--- config.mk ---
export PLATFORM = sky130hd
export DESIGN_NAME = mem_port_arbiter
export DESIGN_NICKNAME = d
export VERILOG_FILES = /design/src/rtl/mem_port_arbiter.sv
export SDC_FILE = /design/constraint.sdc
export NUM_CORES = 1
export LEC_CHECK = 0
export CAP_MARGIN = 20
export CORE_AREA = 5 5 102 104
export DETAILED_ROUTE_END_ITERATION = 8
export DIE_AREA = 0 0 107 109
export PLACE_DENSITY = 0.79
export SYNTH_ARGS = -nofsm -noshare
export SYNTH_HDL_FRONTEND = slang
export SYNTH_SLANG_ARGS = --single-unit
export TNS_END_PERCENT = 30
--- constraint.sdc ---
create_clock -name clock_i -period 3.7 [get_ports clock_i]
set_input_delay 0.925 -clock clock_i [delete_from_list [all_inputs] [get_ports clock_i]]
set_output_delay 0.925 -clock clock_i [all_outputs]
set_load 0.005 [all_outputs]
--- src/rtl/mem_port_arbiter.sv ---
// Arbitrates one backing-memory port between icache refills and dcache refills/write-backs.
// Default is fixed dc priority; define MEM_ARB_ROUND_ROBIN_EN for round-robin on simultaneous requests.
module mem_port_arbiter #(
    parameter int LINE_WORDS = 4,
    parameter int ADDR_W     = 32
) (
    input  logic              clock_i,
    input  logic              reset_i,
    input  logic              ic_req_i,
    input  logic [ADDR_W-1:0] ic_addr_i,
    output logic              ic_gnt_o,
    output logic              ic_rvalid_o,
    output logic [31:0]       ic_rdata_o,
    output logic              ic_done_o,
    input  logic              dc_req_i,
    input  logic              dc_we_i,
    input  logic [ADDR_W-1:0] dc_addr_i,
    input  logic [31:0]       dc_wdata_i,
    output logic              dc_gnt_o,
    output logic              dc_rvalid_o,
    output logic [31:0]       dc_rdata_o,
    output logic              dc_wready_o,
    output logic              dc_done_o,
    output logic              mem_req_o,
    output logic              mem_we_o,
    output logic [ADDR_W-1:0] mem_addr_o,
    output logic [31:0]       mem_wdata_o,
    input  logic              mem_ready_i,
    input  logic [31:0]       mem_rdata_i
);

    localparam int CNT_W = $clog2(LINE_WORDS);
    localparam int OFF_W = $clog2(LINE_WORDS * 4);

    typedef enum logic {IDLE, BURST} state_t;

    state_t            state_q, state_d;
    logic              owner_q, owner_d;   // 1 = dcache owns the port
    logic              we_q, we_d;
    logic [ADDR_W-1:0] base_q, base_d;
    logic [CNT_W-1:0]  cnt_q, cnt_d;
    logic              gnt_q, gnt_d;
    logic              pick_dc;
    logic              beat;
    logic              last_beat;

`ifdef MEM_ARB_ROUND_ROBIN_EN
    logic              last_dc_q, last_dc_d;
    assign pick_dc = dc_req_i & (~ic_req_i | ~last_dc_q);
`else
    assign pick_dc = dc_req_i;
`endif

    assign beat      = (state_q == BURST) & mem_ready_i;
    assign last_beat = (cnt_q == CNT_W'(LINE_WORDS - 1));

    always_ff @(posedge clock_i or posedge reset_i) begin
        if (reset_i) begin
            state_q   <= IDLE;
            owner_q   <= 1'b0;
            we_q      <= 1'b0;
            base_q    <= '0;
            cnt_q     <= '0;
            gnt_q     <= 1'b0;
`ifdef MEM_ARB_ROUND_ROBIN_EN
            last_dc_q <= 1'b1;
`endif
        end else begin
            state_q   <= state_d;
            owner_q   <= owner_d;
            we_q      <= we_d;
            base_q    <= base_d;
            cnt_q     <= cnt_d;
            gnt_q     <= gnt_d;
`ifdef MEM_ARB_ROUND_ROBIN_EN
            last_dc_q <= last_dc_d;
`endif
        end
    end

    always_comb begin
        state_d   = state_q;
        owner_d   = owner_q;
        we_d      = we_q;
        base_d    = base_q;
        cnt_d     = cnt_q;
        gnt_d     = 1'b0;
`ifdef MEM_ARB_ROUND_ROBIN_EN
        last_dc_d = last_dc_q;
`endif
        case (state_q)
            IDLE: begin
                if (ic_req_i | dc_req_i) begin
                    state_d = BURST;
                    owner_d = pick_dc;
                    we_d    = pick_dc & dc_we_i;
                    base_d  = pick_dc ? {dc_addr_i[ADDR_W-1:OFF_W], OFF_W'(0)}
                                      : {ic_addr_i[ADDR_W-1:OFF_W], OFF_W'(0)};
                    cnt_d   = '0;
                    gnt_d   = 1'b1;
`ifdef MEM_ARB_ROUND_ROBIN_EN
                    last_dc_d = pick_dc;
`endif
                end
            end
            BURST: begin
                if (mem_ready_i) begin
                    if (last_beat) begin
                        state_d = IDLE;
                        cnt_d   = '0;
                    end else begin
                        cnt_d   = cnt_q + CNT_W'(1);
                    end
                end
            end
            default: state_d = IDLE;
        endcase
    end

    // Beat-side outputs are combinational from mem_ready/mem_rdata; everything is 0 outside BURST.
    always_comb begin
        ic_gnt_o    = 1'b0;
        ic_rvalid_o = 1'b0;
        ic_rdata_o  = '0;
        ic_done_o   = 1'b0;
        dc_gnt_o    = 1'b0;
        dc_rvalid_o = 1'b0;
        dc_rdata_o  = '0;
        dc_wready_o = 1'b0;
        dc_done_o   = 1'b0;
        mem_req_o   = 1'b0;
        mem_we_o    = 1'b0;
        mem_addr_o  = '0;
        mem_wdata_o = '0;
        if (state_q == BURST) begin
            mem_req_o   = 1'b1;
            mem_we_o    = we_q;
            mem_addr_o  = base_q + (ADDR_W'(cnt_q) << 2);
            mem_wdata_o = we_q ? dc_wdata_i : 32'h0;
            if (owner_q) begin
                dc_gnt_o    = gnt_q;
                dc_rvalid_o = beat & ~we_q;
                dc_rdata_o  = (beat & ~we_q) ? mem_rdata_i : 32'h0;
                dc_wready_o = beat & we_q;
                dc_done_o   = beat & last_beat;
            end else begin
                ic_gnt_o    = gnt_q;
                ic_rvalid_o = beat;
                ic_rdata_o  = beat ? mem_rdata_i : 32'h0;
                ic_done_o   = beat & last_beat;
            end
        end
    end

endmodule

==> impl_results.md <==
* # setup viols final at 0
* CTS root buf: clkbuf_8
* Slew of the pin with the lowest slew margin at 0.695 ns
* Final std cells w/o fill at 638
* Mapped cell area at 2590 sq um
* WP buf/inv at 3
* FMAX at 292 MHz
* Post-synth ARST share at 100%
* Yosys reg bits at 34
* Yosys cell types at 28
* Iteration-0 DRC Markers at 130
* Hold Buf Count CTS at 0
* CTS tree: yes
* Max-cap viol count at 0
* Synth Flop Type: dfrtp_1
* WS Path Type: input port to output pin
* Startpoint Class: input port
* Setup crit end kind: output pin
* Post-Place Cells at 629
* Port Buffers at 260
* # rows at 36
* GRT Total Usage at 18.8%
* Yosys warns at 0
* Sink Count at 34
* Critical Path RT at 2.77 ns
* Cell Pwr Density at 536 nW/um^2
* Placement Setup Slack at 0.249 ns
* Layout cell share with drive strength beyond 1 at 9.35%
* Leak Pwr at 0.00216 uW
* Layout overhead on the synthesized area at 109%
* Die H at 109 um
* Ant. Diodes at 0
* Worst Setup Slack, final at 0.276 ns
* Net count reported at finish at 658
* Routed Antenna Nets at 0
* Cell family with most CP delay: buffers and inverters
* Clock slew at reported path FFs at 0.07 ns
* Worst EP arrival at 2.50 ns
* Sw Ratio at 31.0%
* Worst Hold Class: flop to flop
* Final min period at 3.42 ns
* Cell Chain, Critical Path: clkdlybuf4s50_1 -> and4b_1 -> buf_12 -> and2_1 -> clkdlybuf4s50_1
* Total gr overflow at 0
* Placed cell area at 5280 sq um
* Max FO, Critical Path at 33
* Clock Skew at 0.00646 ns
* Top Ports at 271
* Comb pwr share at 67.0%
* Initial antenna violation count at 0
* Clock latency at the later pin of the worst-skew pair at 0.28 ns
* Largest net degree at the start of global routing at 45
* Sequential-to-total area share from yosys stat at 32.9%
* Number of remaining DRC errors at 0
* Mean Syn Cell Area at 9.31 sq um
* Crit path max-delay cell type: clkdlybuf4s50_1
* Final wirelength at 11700 um
* Wire length per cell at 18.4 um
* Unrepaired setup endpoints after global routing: false
* P_int at 2000 uW
* Initial Util at 27.4%
* Total Negative Setup Slacks at 0 ns
* First-pass GRT wire length at 17300 um
* Hold slack at 0.528 ns
* Detailed-route via count at 3048
* DR pass1 iterations at 5
* Core ar. at 9460 sq um
* Clock power share at 10.1%
* Final Hold Viols at 0
* Slew margin rel. at 53.6%
* Mean number of vias per cell at 4.78
* Worst path max stage delay at 0.51 ns
* Status: finished clean
* Sequential Power Share at 23.0%
* CTS buffer count at 5
* RD Place Congestion at 0.783
* Vias in the first global route at 3134
* # Post-CTS Setup Buffers at 0
* Fin area at 5400 sq um
* Die X at 107 um
* Post-cts sizing count at 0
* Buffer depth of the longest clock path at 2
* Max-slew violations at 0
* Post-synth EDFFs at 0
* Total number of H-tree levels at 2
* Dpl hpwl at 9610 um
* Max rail drop VDD at 0.286 mV
* Die ar. at 11700 sq um
* Synth Instances at 278
* Final Cycle Share at 92.5%
* Most frequent CP cell: clkdlybuf4s50_1
* Sw Pwr at 899 uW
cell usage after synthesis, drive strengths merged (2+ instances only):
cell type,number,area share [%]
buf,18,3.8
or4b,28,11
dfrtp,34,33
and4,2,0.68
inv,5,0.73
o221a,27,12
clkbuf,16,2.3
and2,95,23
and3,35,8.5
path summary, 6_finish.rpt:
kind / from / endpoint / slack [ns] / cells after the start
worst max-delay path: mem_ready_i / dc_rdata_o[23] / 0.28 / 5
worst min-delay path: base_q[30] / base_q[30] / 0.53 / 1
worst max register to register: state_q / base_q[19] / 1.56 / 4
worst min register to register: base_q[30] / base_q[30] / 0.53 / 1
max in group asynchronous: reset_i / base_q[29] / 2.33 / 4
min in group asynchronous: reset_i / base_q[20] / 1.00 / 3
logic make-up after synthesis:
logic type               synth area share, %
multiplexers                           0.435
AO/OA/AOI/OAI                           13.9
other                                  0.145
buffers and inverters                   6.81
flip-flops                              32.9
AND/OR/NAND/NOR                         45.4
adder cells (fa/ha/maj)                0.483
cell type report:
cell class,count,area (sq um)
inverter,5,18.8
tap,114,143
multi-input combinational,206,1570
clock inverter,2,12.5
clock buffer,6,82.6
fill,841,4060
sequential,34,852
timing repair buffer,271,2730
per-layer routing:
| layer | wire length [um] | GRT usage [%] | vias to the layer above |
|---|---|---|---|
| met5 | 0 | 0 | - |
| met4 | 155 | 4.11 | 0 |
| met3 | 1110 | 6.39 | 12 |
| met2 | 6060 | 35.4 | 148 |
| met1 | 4390 | 20.5 | 1400 |
| li1 | - | - | 1488 |
cells in the final DEF (no fill, tap or decap), drive strengths merged, types with 2 or more instances in the layout:
| master | instances |
|---|---|
| clkdlybuf4s50 | 260 |
| and2 | 95 |
| and3 | 35 |
| dfrtp | 34 |
| or4b | 28 |
| o221a | 27 |
| buf | 11 |
| clkbuf | 6 |
| inv | 5 |
| and4 | 2 |
| conb | 2 |
sequential cells by signal, summed over array words and instances, names as in the netlist:
name / count
base_q: 28
cnt_q: 2
we_q: 1
owner_q: 1
gnt_q: 1
state_q: 1
power by group through the flow:
stage / Sequential (uW) / Combinational, uW / Clock, uW
after floorplan: 625 / 819 / 0
after global placement: 665 / 1930 / 0
after detailed placement: 671 / 1960 / 0
after CTS: 667 / 1970 / 298
after global routing: 692 / 2090 / 315
final: 666 / 1940 / 292
per-stage QoR:
step           total power (uW)  util, %
2_1_floorplan              1440        -
3_3_place_gp               2600     55.8
3_5_place_dp               2630     55.8
4_1_cts                    2930     56.8
5_1_grt                    3090     57.1
6_report                   2900     57.1
Note: power is estimated with default switching activity, not from simulation.
